<file path="config.mk">
export PLATFORM = sky130hd
export DESIGN_NAME = mod_n_time_counter
export DESIGN_NICKNAME = d
export VERILOG_FILES = /design/src/rtl/mod_n_time_counter.sv
export SDC_FILE = /design/constraint.sdc
export NUM_CORES = 1
export LEC_CHECK = 0
export ABC_AREA = 0
export BUFFER_PORTS_ARGS = -buffer_cell sky130_fd_sc_hd__clkbuf_2
export CORE_AREA = 2 2 68 70
export DETAILED_ROUTE_END_ITERATION = 10
export DIE_AREA = 0 0 70 72
export SYNTH_ARGS = -nofsm -noshare
export SYNTH_HDL_FRONTEND = slang
export SYNTH_SLANG_ARGS = --single-unit
</file>
<file path="constraint.sdc">
create_clock -name clk -period 5.1 [get_ports clk]
set_clock_uncertainty 0.15 [all_clocks]
set_input_delay 0.51 -clock clk [delete_from_list [all_inputs] [get_ports clk]]
set_output_delay 0.51 -clock clk [all_outputs]
set_load 0.01 [all_outputs]
</file>
<file path="src/rtl/mod_n_time_counter.sv">
// Modulo-N time-field counter: run-mode up/down stepping with wrap carry,
// synchronous clamped load, and manual keys with hold-to-auto-repeat.
module mod_n_time_counter #(
  parameter int MODULUS       = 60,
  parameter int WIDTH         = 6,
  parameter int RESET_VALUE   = 0,
  parameter int REPEAT_DELAY  = 16,
  parameter int REPEAT_PERIOD = 4
) (
  input  logic             clk,
  input  logic             rst_n,
  input  logic             manual_set,
  input  logic             up,
  input  logic             down,
  input  logic             signal,
  input  logic             count_dir,
  input  logic             load,
  input  logic [WIDTH-1:0] load_value,
  output logic [WIDTH-1:0] value,
  output logic             carry_out
);

  localparam int CNT_MAX = (REPEAT_DELAY > REPEAT_PERIOD) ? REPEAT_DELAY : REPEAT_PERIOD;
  localparam int CNT_W   = (CNT_MAX > 2) ? $clog2(CNT_MAX) : 1;

  localparam logic [WIDTH-1:0] MAX_VAL = WIDTH'(MODULUS - 1);
  localparam logic [WIDTH-1:0] RST_VAL = WIDTH'(RESET_VALUE);
  localparam logic [CNT_W-1:0] DELAY_LAST  = CNT_W'(REPEAT_DELAY - 1);
  localparam logic [CNT_W-1:0] PERIOD_LAST = CNT_W'(REPEAT_PERIOD - 1);

  typedef enum logic [1:0] {
    REQ_NONE = 2'd0,
    REQ_INC  = 2'd1,
    REQ_DEC  = 2'd2
  } req_e;

  typedef enum logic [1:0] {
    ST_IDLE   = 2'd0,
    ST_DELAY  = 2'd1,
    ST_REPEAT = 2'd2
  } state_e;

  function automatic logic [WIDTH-1:0] inc_wrap(input logic [WIDTH-1:0] v);
    if (v == MAX_VAL) begin
      return '0;
    end else begin
      return v + WIDTH'(1);
    end
  endfunction

  function automatic logic [WIDTH-1:0] dec_wrap(input logic [WIDTH-1:0] v);
    if (v == WIDTH'(0)) begin
      return MAX_VAL;
    end else begin
      return v - WIDTH'(1);
    end
  endfunction

  // Out-of-range load values saturate to the top of the range.
  function automatic logic [WIDTH-1:0] clamp_load(input logic [WIDTH-1:0] v);
    if ({1'b0, v} < (WIDTH + 1)'(MODULUS)) begin
      return v;
    end else begin
      return MAX_VAL;
    end
  endfunction

  logic [WIDTH-1:0] value_q, value_d;
  logic             carry_q, carry_d;
  state_e           state_q, state_d;
  logic [CNT_W-1:0] cnt_q, cnt_d;
  req_e             prev_req_q;
  logic             up_arm_q, dn_arm_q;

  req_e             req_s;
  logic             press_s;
  logic             armed_s;
  logic [WIDTH-1:0] manual_step_s;

  // Decode the key pair into a single request and its press/arming status.
  always_comb begin
    req_s   = REQ_NONE;
    armed_s = 1'b0;
    if (up && !down) begin
      req_s = REQ_INC;
    end else if (down && !up) begin
      req_s = REQ_DEC;
    end else begin
      req_s = REQ_NONE;
    end
    case (req_s)
      REQ_INC: armed_s = up_arm_q;
      REQ_DEC: armed_s = dn_arm_q;
      default: armed_s = 1'b0;
    endcase
    press_s = (req_s != REQ_NONE) && ((req_s != prev_req_q) || (state_q == ST_IDLE));
    if (req_s == REQ_DEC) begin
      manual_step_s = dec_wrap(value_q);
    end else begin
      manual_step_s = inc_wrap(value_q);
    end
  end

  // Next-state logic: load beats manual mode, manual mode beats run-mode steps.
  always_comb begin
    value_d = value_q;
    carry_d = 1'b0;
    state_d = state_q;
    cnt_d   = cnt_q;
    if (load) begin
      value_d = clamp_load(load_value);
      state_d = ST_IDLE;
      cnt_d   = '0;
    end else if (manual_set) begin
      if (req_s == REQ_NONE) begin
        state_d = ST_IDLE;
        cnt_d   = '0;
      end else if (press_s) begin
        // A key held through reset stays locked out until it is seen released.
        if (armed_s) begin
          value_d = manual_step_s;
          state_d = ST_DELAY;
        end else begin
          state_d = ST_IDLE;
        end
        cnt_d = '0;
      end else begin
        case (state_q)
          ST_DELAY: begin
            if (cnt_q == DELAY_LAST) begin
              value_d = manual_step_s;
              state_d = ST_REPEAT;
              cnt_d   = '0;
            end else begin
              cnt_d = cnt_q + CNT_W'(1);
            end
          end
          ST_REPEAT: begin
            if (cnt_q == PERIOD_LAST) begin
              value_d = manual_step_s;
              cnt_d   = '0;
            end else begin
              cnt_d = cnt_q + CNT_W'(1);
            end
          end
          default: begin
            state_d = ST_IDLE;
            cnt_d   = '0;
          end
        endcase
      end
    end else begin
      state_d = ST_IDLE;
      cnt_d   = '0;
      if (signal) begin
        if (count_dir) begin
          value_d = dec_wrap(value_q);
          carry_d = (value_q == WIDTH'(0));
        end else begin
          value_d = inc_wrap(value_q);
          carry_d = (value_q == MAX_VAL);
        end
      end else begin
        value_d = value_q;
      end
    end
  end

  // State, count and key-history registers.
  always_ff @(posedge clk or negedge rst_n) begin
    if (!rst_n) begin
      value_q    <= RST_VAL;
      carry_q    <= 1'b0;
      state_q    <= ST_IDLE;
      cnt_q      <= '0;
      prev_req_q <= REQ_NONE;
      up_arm_q   <= 1'b0;
      dn_arm_q   <= 1'b0;
    end else begin
      value_q    <= value_d;
      carry_q    <= carry_d;
      state_q    <= state_d;
      cnt_q      <= cnt_d;
      prev_req_q <= req_s;
      up_arm_q   <= up_arm_q | ~up;
      dn_arm_q   <= dn_arm_q | ~down;
    end
  end

  assign value     = value_q;
  assign carry_out = carry_q;

endmodule

</file>
== Yosys cells after proc, flatten, opt, wreduce, memory -nomap -nowiden ==
Index checks and enable logic that the tools add are counted.

* $add $sub $neg: 3
* $lt $le $gt $ge: 1
* Equal/unequal tests: 15
* Mux-type cells: 35
* Bitwise gates (word level): 4
* Reduce and logical (&&, ||, !) cells: 13

{| class="wikitable"
|+ Operators by type and width
! kind !! count
|-
| 2-to-1 mux 6 bit || 13
|-
| 2-to-1 mux 4 bit || 6
|-
| != test 5 bit, second input constant || 3
|-
| 2-to-1 mux 2 bit || 7
|-
| one-hot mux 6 bit (2 select lines) || 1
|-
| one-hot mux 4 bit (2 select lines) || 1
|-
| adder 6 x 1 -> 6 bit, second input constant || 1
|-
| == test 6 bit, second input constant || 1
|-
| logical NOT 6 bit || 1
|-
| < comparator 6 bit, second input constant || 1
|-
| != test 6 bit, second input constant || 1
|-
| AND reduction 6 bit || 1
|-
| subtractor 6 x 1 -> 6 bit, second input constant || 1
|-
| 2-to-1 mux 1 bit || 5
|-
| != test 5 x 1 -> 1 bit, second input constant || 1
|-
| adder 4 x 1 -> 4 bit, second input constant || 1
|-
| == test 2 x 1 -> 1 bit, second input constant || 2
|-
| == test 2 bit, second input constant || 2
|-
| == test 4 x 2 -> 1 bit, second input constant || 1
|-
| == test 4 bit, second input constant || 1
|-
| logical NOT 2 bit || 2
|-
| != test 4 x 3 -> 1 bit, second input constant || 1
|-
| one-hot mux 2 bit (2 select lines) || 1
|-
| logical AND 1 bit || 3
|-
| 10 further kinds || 13
|}

* Flip-flop bits (word level): 17
* Input port bits: 14
* Output and inout bits: 7
* Logic and storage cells: 78

== Depth between registers and ports, before layout ==
Gate-level depths: netlist of run 1.

* Depth after elaboration: 12
* Gate-level depth with buffers: 7
* Depth with buffers taken out: 7

== Worst setup path after synthesis of run 1 ==
OpenSTA, ideal clock, no wires.

* Kind: input -> register
* From: in up
* To: reg value_q[3], in the netlist value[3]
* Library setup time: 0.125 ns
* Arrival: 1.961 ns
* Data required time: 4.825 ns
* Setup slack: 2.864 ns
* Stages: 6
* Path buffers: 0
* Path through: inv_1 -> ha_1 -> xnor2_1 -> nand4_1 -> a221oi_4 -> mux2_2

* Longest elaborated chain between the ends: 12
* Elaborated cells between the ends (all ways): 28
* Those cells by class: 8 x eq/ne; 12 x mux; 8 x reduce/logical

{| class="wikitable"
|+ RTL lines
! what !! line !! RTL
|-
| start, declared || 13 || <nowiki>input logic up,</nowiki>
|-
| logical NOT 1 bit || 86 || <nowiki>end else if (down && !up) begin</nowiki>
|-
| logical AND 1 bit || 86 ||
|-
| 2-to-1 mux 2 bit || 86 ||
|-
| 2-to-1 mux 2 bit (*) || 84 || <nowiki>if (up && !down) begin</nowiki>
|-
| net req_s[1] || 75 || <nowiki>req_e req_s;</nowiki>
|-
| == test 2 bit || 91, 97 ||
|-
| 2-to-1 mux 6 bit || 97 || <nowiki>if (req_s == REQ_DEC) begin</nowiki>
|-
| 2-to-1 mux 6 bit (on tied branches) || 139, 130 ||
|-
| one-hot mux 6 bit (2 select lines) || 128 || <nowiki>case (state_q)</nowiki>
|-
| 2-to-1 mux 6 bit || 118 || <nowiki>end else if (press_s) begin</nowiki>
|-
| 2-to-1 mux 6 bit || 115 || <nowiki>if (req_s == REQ_NONE) begin</nowiki>
|-
| 2-to-1 mux 6 bit || 114 || <nowiki>end else if (manual_set) begin</nowiki>
|-
| 2-to-1 mux 6 bit || 110 || <nowiki>if (load) begin</nowiki>
|-
| end signal, assigned || 180 || <nowiki>value_q <= value_d;</nowiki>
|-
| end, declared || 68 || <nowiki>logic [WIDTH-1:0] value_q, value_d;</nowiki>
|}

Mark *: on every way through the listed nets, which the timed path passes. The rest lies on a longest branch. The select of a mux whose other input is x is not followed.
A chain may end at the register's enable or synchronous reset.

== Worst setup path in the final report of run 1 ==
* From: reg value_q[0], in the netlist value[0]
* To: reg value_q[2], in the netlist value[2]

* Longest elaborated chain between the ends: 9
* Elaborated cells between the ends (all ways): 17
* Those cells by class: 2 x add/sub; 1 x eq/ne; 13 x mux; 1 x reduce/logical

{| class="wikitable"
|+ RTL lines
! what !! line !! RTL
|-
| adder 6 x 1 -> 6 bit (tied with other cells) || 47 || <nowiki>return v + WIDTH'(1);</nowiki>
|-
| 2-to-1 mux 6 bit (on tied branches) || 44, 52 ||
|-
| 2-to-1 mux 6 bit || 97 ||
|-
| 2-to-1 mux 6 bit (on tied branches) || 139, 130 ||
|-
| one-hot mux 6 bit (2 select lines) || 128 ||
|-
| 2-to-1 mux 6 bit || 118 ||
|-
| 2-to-1 mux 6 bit || 115 ||
|-
| 2-to-1 mux 6 bit (*) || 114 ||
|-
| 2-to-1 mux 6 bit (*) || 110 ||
|}

Every way passes the cells marked *; elsewhere a longest branch is shown, timed or not. The select of a mux whose other input is x is not followed.

==> impl_metrics.tcl, run 1 <==
set metrics [dict create \
    clk_latency_ps 250 \
    fin_crit_ps 2360 \
    rrSetupSlack_ps 2740 \
    syn_area_per_cell_um2 9.34 \
    start_util_pct 29.6 \
    async_reset_ff_share_pct 100 \
    die_w_um 70 \
    startpoint_type "flip-flop" \
    drc_errors 0 \
    ctsHtreeMaxLevel 1 \
    num_vias 1059 \
    hold_buffers 0 \
    postSynthCellCount 135 \
    grt_pass1_wl_um 4650 \
    first_global_vias 993 \
    die_h_um 72 \
    regToRegStartpoint "value[0]$_DFFE_PN0P_" \
    yosysSeqAreaShare_pct 33.7 \
    hold_path.class "input port to asynchronous set/reset pin" \
    crit_type "flip-flop to flip-flop" \
    io_pins 21 \
    holdWs_ps 36.0 \
    drt_first_pass_iters 4 \
    clockBufferDepth 2 \
    ctsResizeCount 0 \
    hold_viol 0 \
    rsz0062_at_grt "false" \
    overflow 0 \
    clk_pin_slew_ps 70 \
    coreArea_um2 4260 \
    tightest_slew_ps 560 \
    syn_area_um2 1260 \
    crit_chain "inv_1 > ha_1 > or3b_1 > nor3_1 > o22a_1 > o311a_1 > a21oi_1" \
    setup_viol 0 \
    cp_data_arrival_time_ps 2310 \
    ys_types 48 \
    timing.fmax_mhz 424 \
    finalWeightedCongestion 0.801 \
    p_leak_uw 0.000643 \
    dp_slack_ps 2500 \
    cts_setup_buffers 0 \
    wl_per_cell_um 13.1 \
    slowest_stage "dfrtp_1" \
    synth-seq-cells 17 \
    port_buffers 20 \
    required_ps 5060 \
    min_period_over_period_pct 46.2 \
    drt_iter0_markers 28 \
    antenna_found_initial 0 \
    grt_usage_pct 11.4 \
    fin_cells 208 \
    vias_per_cell 5.09 \
    fill_cells 456 \
    maxCapViolCount 0 \
    vdd_ir_drop_max_uv 127 \
    hpwl_um 2100 \
    layout.nets 181 \
    drive_above_1_share_pct 19.9 \
    diodes 0 \
    drv_slew 0 \
    finalSetupTns_ps 0 \
    area_delta_synth_final_pct 13.6 \
    totalWireLength_um 2730 \
    synth_ff_type "dfrtp_1" \
    dp.cells 204 \
    setup_slack_ps 2740 \
    syn-num-nets 159 \
    critPathCaptureType "flip-flop" \
    grt_max_degree 18 \
    clock-root-buffer "clkbuf_8" \
    rows 24 \
    critPathMaxStageDelay_ps 470 \
    clock_sinks 17 \
    reg2reg_depth 7 \
    synth-edff-count 0 \
    cts_inserted_buffers 3 \
    die_area_um2 5040 \
    status "completed" \
    maxSlewHeadroom_pct 62.4 \
    yosysWarnings 0 \
    cp_max_fo 7 \
    reg2reg_to "value[2]$_DFFE_PN0P_" \
    p_per_area_nw_per_um2 275 \
    cts_tree "done" \
    ant_nets 0 \
]
cells by family (layout without fill, tap and decap cells):
family,count (synthesis),after routing,share of synthesized area (%)
fa+ha+maj,10,10,9.92
simple gates,55,55,24.8
flops,17,17,33.7
mux,5,5,4.17
compound gates,29,29,17.6
buf+inv,14,35,6.35
xor+xnor,5,5,3.47
through the flow:
step	cell area, um^2	utilization [%]	total power (uW)
after floorplan	1260	-	264
after global placement	1390	32.5	297
after detailed placement	1390	32.5	298
after CTS	1430	33.6	398
after global routing	1430	33.6	421
final	1430	33.6	394
layer usage:
metal	GRT usage (%)	vias to the layer above	routed length (um)
met4	1.92	0	18
met5	0	-	0
li1	-	542	-
met2	18.1	24	1250
met3	3.75	2	145
met1	15.5	491	1310
area by class of cell:
cell class / instances / area, um^2 / area share, %
Sequential cell: 17 / 425 / 29.7
Timing Repair Buffer: 20 / 100 / 6.99
Inverter: 11 / 41.3 / 2.88
Tap cell: 52 / 65.1 / 4.54
Clock buffer: 4 / 45.0 / 3.14
Multi-Input combinational cell: 104 / 756 / 52.8
Yosys cell counts, types with 2 or more instances:
master,n,area share (%)
nor2_1,13,3.9
nand2_1,8,2.4
nor3_1,4,1.6
a21oi_1,5,2.0
dfrtp_1,17,34
nand2b_1,3,1.5
mux2i_1,3,2.4
nand3_1,8,3.2
ha_1,10,9.9
a211oi_1,2,1.2
nor4b_1,2,1.4
xnor2_1,4,2.8
nor4_1,2,0.99
mux2_2,2,1.8
o21ai_0,6,2.4
inv_1,11,3.3
and3_1,2,0.99
a21o_1,2,1.2
clkbuf_8,2,2.2
registers in the layout (all words and copies together), names as in the netlist:
signal and count:
value 6, carry_out 1, state_q 2, prev_req_q 2
up_arm_q 1, cnt_q 4, dn_arm_q 1
how the worst max path moves through the flow:
stage,start,to,slack [ps],cells past startpoint
2_1_floorplan,up,value[3]$_DFFE_PN0P_,2860,6
3_3_place_gp,down,value[3]$_DFFE_PN0P_,2610,7
3_5_place_dp,down,value[3]$_DFFE_PN0P_,2500,7
4_1_cts,state_q[0]$_DFFE_PN0P_,value[3]$_DFFE_PN0P_,2700,6
5_1_grt,state_q[0]$_DFFE_PN0P_,value[3]$_DFFE_PN0P_,2560,6
6_report,value[0]$_DFFE_PN0P_,value[2]$_DFFE_PN0P_,2740,7
power breakdown:
part | internal [uW] | switching [uW] | total [uW] | leakage, uW
Sequential | 148 | 30.5 | 178 | 0.000210
Clock | 55.3 | 43.7 | 99.0 | 0.0000228
Combinational | 56.9 | 59.3 | 116 | 0.000411
Total | 260 | 133 | 394 | 0.000643
worst max-delay path, delay by kind of cell, from the launching register on:
kind	cells	cell delay (ps)
buffers and inverters	1	130
AO/OA/AOI/OAI	3	430
flip-flops	1	470
adder cells (fa/ha/maj)	1	180
AND/OR/NAND/NOR	2	860
layout by cell type (no fill, tap or decap), types with 3 or more instances in the layout:
cell type / synthesis / layout
nor3_1: 4 / 4
inv_1: 11 / 11
xnor2_1: 4 / 4
mux2i_1: 3 / 3
nand3_1: 8 / 8
o21ai_0: 6 / 6
clkbuf_2: 0 / 20
nand2_1: 8 / 8
a21oi_1: 5 / 5
clkbuf_8: 2 / 3
nand2b_1: 3 / 3
ha_1: 10 / 10
dfrtp_1: 17 / 17
nor2_1: 13 / 13
Power figures use the tool's default switching activity.
==> run 2: changes to the inputs <==
==> constraint.sdc (replaced) <==
create_clock -name clk -period 1.9 [get_ports clk]
set_clock_uncertainty 0.15 [all_clocks]
set_input_delay 0.19 -clock clk [delete_from_list [all_inputs] [get_ports clk]]
set_output_delay 0.19 -clock clk [all_outputs]
set_load 0.01 [all_outputs]
==> run 2 against run 1 <==
Effect of this change: the flow now finishes with violations (setup timing); flip-flop and latch count unchanged; critical endpoint is now value[5]$_DFFE_PN0P_; non-clock buffer count increased by 31; sequential power increased to 2.6 times the previous value; utilization increased by 8.7 points; first-iteration DRC count increased by 29%; sequential share of layout area decreased by 5.9 points; largest power group is now combinational cells; via count increased by 12%; worst setup slack got worse by 2900 ps; total power increased to 3.1 times the previous value; combinational power increased to 4.2 times the previous value; design area increased by 26%; register-to-register slack got worse by 2900 ps.
==> impl_metrics.tcl, run 2 (same netlist as run 1, synthesis figures left out) <==
set metrics [dict create \
    drv_slew 0 \
    grt_max_degree 18 \
    diodes 0 \
    drt_first_pass_iters 4 \
    combinationalPowerShare_pct 39.9 \
    grt_usage_pct 13.5 \
    clockBufferDepth 2 \
    crit_chain "inv_2 > ha_4 > or3b_4 > nand3b_1 > a21oi_1 > or4_1 > a31oi_1" \
    port_buffers 20 \
    layout_common_cells "buf_4 (28), clkbuf_2 (20), dfrtp_1 (14), nor2_1 (12), nand3_1 (8)" \
    setup_slack_ps -189 \
    holdWs_ps 59.1 \
    num_vias 1181 \
    tightest_slew_ps 447 \
    crit_buf_inv 1 \
    largest_reg_flops 6 \
    sw_frac_of_total_pct 33.2 \
    design_area_um2 1800 \
    hpwl_um 2470 \
    intPower_uw 817 \
    fin_crit_ps 2090 \
    die_area_um2 5040 \
    area_delta_synth_final_pct 43.0 \
    hold_path.class "input port to flip-flop" \
    overflow 0 \
    coreArea_um2 4260 \
    hold_path_depth 3 \
    start_util_pct 29.6 \
    seqPwrFrac_pct 38.1 \
    register_area_um2 429 \
    drive_above_1_share_pct 43.9 \
    ant_nets 0 \
    ctsHtreeMaxLevel 1 \
    critPathMaxStageDelay_ps 510 \
    rsz0062_at_grt "true" \
    multi_input_area_um2 875 \
    maxCapViolCount 0 \
    finalSetupTns_ps -848 \
    p_switching_uw 407 \
    cp_data_arrival_time_ps 2110 \
    vdd_ir_drop_max_uv 415 \
    die_h_um 72 \
    power_frac_clock_pct 22.0 \
    p_leak_uw 0.000811 \
    path_delay_family "simple AND/OR/NAND/NOR gates" \
    drt_iter0_markers 36 \
    status "finished, violations left" \
    finalWeightedCongestion 0.832 \
    first_global_vias 1183 \
    fill_cells 447 \
    final_common_cell "buf_4" \
    setup_viol 6 \
    clk_pin_slew_ps 70 \
    hold_viol 0 \
    cp.depth 7 \
    timing.fmax_mhz 479 \
    required_ps 1920 \
    startpoint_type "flip-flop" \
    crit_type "flip-flop to flip-flop" \
    reg2reg_depth 7 \
    drc_errors 0 \
    wl_per_cell_um 13.0 \
    place_area_um2 1610 \
    totalWireLength_um 3110 \
    cts_inserted_buffers 3 \
    grt_pass1_wl_um 5500 \
    io_pins 21 \
    critPathCaptureType "flip-flop" \
    layout.nets 212 \
    p_per_area_nw_per_um2 679 \
    antenna_found_initial 0 \
    vias_per_cell 4.94 \
    fin_util_pct 42.3 \
    violations "setup timing" \
    clock-root-buffer "clkbuf_8" \
    maxSlewHeadroom_pct 70.2 \
    rows 24 \
    die_w_um 70 \
    cp_max_fo 5 \
    clock_sinks 17 \
    clk_latency_ps 250 \
    min_period_over_period_pct 110 \
    cts_tree "done" \
    slowest_stage "or4_1" \
]
## run 2: path summary, 6_finish.rpt
| check | endpoint | slack, ps | start |
|---|---|---|---|
| worst max-delay path | value[5]$_DFFE_PN0P_ | -190 | value[0]$_DFFE_PN0P_ |
| worst min register to register | cnt_q[0]$_DFF_PN0_ | 320 | cnt_q[0]$_DFF_PN0_ |
| worst min-delay path | value[5]$_DFFE_PN0P_ | 60 | load_value[5] |
| worst max register to register | value[5]$_DFFE_PN0P_ | -190 | value[0]$_DFFE_PN0P_ |
| max in group asynchronous | value[0]$_DFFE_PN0P_ | 1000 | rst_n |
| min in group asynchronous | prev_req_q[1]$_DFF_PN0_ | 260 | rst_n |
## run 2: stage by stage
step | setup slack, ps | instances | power (uW)
6_report | -189 | 239 | 1220
5_1_grt | -277 | 239 | 1320
4_1_cts | -183 | 237 | 1210
3_5_place_dp | -338 | 229 | 927
3_3_place_gp | -189 | 229 | 923
2_1_floorplan | -137 | 135 | 733
## run 2: per-layer routing
metal / share of wire [%] / up-vias / global-route usage (%)
met4: 0.67 / 0 / 3.85
li1: - / 604 / -
met5: 0 / - / 0
met1: 44 / 552 / 17.2
met2: 51 / 23 / 23.9
met3: 4.1 / 2 / 1.94
## run 2: power by group through the flow
stage	Sequential, uW	Combinational (uW)	Clock [uW]
floorplan	468	264	0
global placement	469	454	0
detailed placement	468	459	0
CTS	463	469	279
global route	478	544	299
finish	467	488	269
## run 2: cell type report
type,instances,share of cell area [%]
Multi-Input combinational cell,104,48.5
Sequential cell,17,23.8
Timing Repair Buffer,51,19.0
Tap cell,52,3.61
Inverter,11,2.57
Clock buffer,4,2.50
## run 2: repair_timing
item / CTS / global route
buffers inserted: 3 / 2
hold endpoints to repair: 17 / 0
pin swaps: 9 / 6
resized for setup: 12 / 12
hold buffers: 1 / 0
setup endpoints to repair: 11 / 11
## run 2: worst min-delay path, delay by kind of cell
family | cells | cell delay (ps)
AOI/OAI and AO/OA | 1 | 70
and+or+nand+nor | 1 | 60
buffers and inverters | 1 | 110
==> run 3: changes to the inputs <==
--- a/config.mk
+++ b/config.mk
@@ -10,6 +10,7 @@
 export CORE_AREA = 2 2 68 70
 export DETAILED_ROUTE_END_ITERATION = 10
 export DIE_AREA = 0 0 70 72
+export SKIP_LAST_GASP = 1
 export SYNTH_ARGS = -nofsm -noshare
 export SYNTH_HDL_FRONTEND = slang
 export SYNTH_SLANG_ARGS = --single-unit
==> run 3 against run 2 <==
Effect of this change: the flow still finishes with violations (setup timing); combinational power barely moved; fmax about the same; cell count unchanged; die area did not move; first-iteration DRC count did not move; flip-flop and latch count is the same; design area shrank 0.14%; via count unchanged; worst setup slack about the same; critical path type unchanged.
==> impl_metrics.tcl, run 3 (same netlist as run 1, synthesis figures left out) <==
set metrics [dict create \
    startpoint_type "flip-flop" \
    clock_sinks 17 \
    layout.nets 212 \
    ant_nets 0 \
    dp.cells 229 \
    cp_max_fo 5 \
    rsz0062_at_grt "true" \
    regToRegStartpoint "value[0]$_DFFE_PN0P_" \
    tightest_slew_ps 447 \
    min_period_over_period_pct 110 \
    clockBufferDepth 2 \
    io_pins 21 \
    hold_viol 0 \
    p_per_area_nw_per_um2 679 \
    rrSetupSlack_ps -190 \
    met2_usage_pct 23.9 \
    finalWeightedCongestion 0.832 \
    first_global_vias 1183 \
    hpwl_um 2470 \
    start_util_pct 29.6 \
    cp_data_arrival_time_ps 2110 \
    overflow 0 \
    dp_slack_ps -338 \
    drc_errors 0 \
    maxSlewHeadroom_pct 70.2 \
    finalSetupTns_ps -848 \
    place_area_um2 1610 \
    vdd_ir_drop_max_uv 415 \
    design_area_um2 1800 \
    setup_viol 6 \
    grt_max_degree 18 \
    largest_reg_flops 6 \
    fin_util_pct 42.2 \
    rows 24 \
    clock-root-buffer "clkbuf_8" \
    violations "setup timing" \
    crit_type "flip-flop to flip-flop" \
    coreArea_um2 4260 \
    diodes 0 \
    drv_slew 0 \
    cts_inserted_buffers 3 \
    reg2reg_to "value[5]$_DFFE_PN0P_" \
    drt_iter0_markers 36 \
    hold_path_depth 3 \
    antenna_found_initial 0 \
    clk_pin_slew_ps 70 \
    critPathCaptureType "flip-flop" \
    vias_per_cell 4.94 \
    num_vias 1181 \
    status "finished, violations left" \
    die_h_um 72 \
    maxCapViolCount 0 \
    cts_tree "done" \
    drive_above_1_share_pct 43.3 \
    required_ps 1920 \
    area_delta_synth_final_pct 42.8 \
    grt_pass1_wl_um 5500 \
    die_w_um 70 \
    crit_start "value[0]$_DFFE_PN0P_" \
    fin_crit_ps 2090 \
    p_leak_uw 0.000810 \
    totalWireLength_um 3110 \
    holdPathEnd "value[5]$_DFFE_PN0P_" \
    layout_common_cells "buf_4 (28), clkbuf_2 (20), dfrtp_1 (14), nor2_1 (12)" \
    fin_cells 239 \
    clk_latency_ps 250 \
    setup_slack_ps -189 \
    reg2reg_depth 7 \
    timing.fmax_mhz 479 \
    grt_util_met3_pct 1.94 \
    drt_first_pass_iters 4 \
    ctsHtreeMaxLevel 1 \
    grt-busiest-layer "met2" \
    wl_per_cell_um 13.0 \
    grt.met1_usage_pct 17.2 \
    hold_start "load_value[5]" \
    port_buffers 20 \
    die_area_um2 5040 \
    final_common_cell "buf_4" \
    hold_path.class "input port to flip-flop" \
    grt_usage_pct 13.5 \
]
[run 3: cell counts in the layout (fill, tap and decap cells not counted)]
No cell type changed its count.
[run 3: layer usage]
| layer | part of all wire, % | wire length (um) |
|---|---|---|
| met5 | 0 | 0 |
| met1 | 44 | 1370 |
| met4 | 0.67 | 21 |
| met3 | 4.1 | 127 |
| met2 | 51 | 1600 |
[run 3: cell type report]
cell class | instances | area, um^2
Clock buffer | 4 | 45.0
Fill cell | 449 | 2460
Inverter | 11 | 46.3
Multi-Input combinational cell | 104 | 872
Sequential cell | 17 | 429
Tap cell | 52 | 65.1
Timing Repair Buffer | 51 | 343
[run 3: metrics by stage]
| step | power [uW] | hold WS [ps] |
|---|---|---|
| 6_report | 1220 | 59.1 |
| 3_5_place_dp | 927 | 8.33 |
| 3_3_place_gp | 923 | 9.39 |
| 2_1_floorplan | 733 | -256 |
| 4_1_cts | 1210 | 54.8 |
| 5_1_grt | 1320 | 57.6 |
[run 3: critical path: stages, from the launching register on]
cell,delay [ps]
dfrtp_2,440
inv_2,80
ha_4,130
or3b_4,400
nand3b_1,100
a21oi_1,60
or4_1,510
a31oi_1,130
[run 3: what timing repair did]
| item | CTS | global route |
|---|---|---|
| hold endpoints to repair | 17 | 0 |
| endpoints found under the setup margin | 11 | 11 |
| buffers inserted | 3 | 2 |
| resized for setup | 12 | 10 |
| pin swaps | 9 | 6 |
| hold buffers | 1 | 0 |
[run 3: worst max-delay path by stage]
stage | slack (ps) | cells after the start | endpoint
after floorplan | -140 | 7 | value[5]$_DFFE_PN0P_
after global placement | -190 | 7 | cnt_q[2]$_DFF_PN0_
after detailed placement | -340 | 7 | cnt_q[2]$_DFF_PN0_
after CTS | -180 | 7 | value[5]$_DFFE_PN0P_
after global routing | -280 | 7 | value[0]$_DFFE_PN0P_
final | -190 | 7 | value[5]$_DFFE_PN0P_
[run 3: where the power goes]
group          internal, uW  switching, uW  total [uW]
registers               400           67.1         467
clock network           149            120         269
logic                   268            219         488
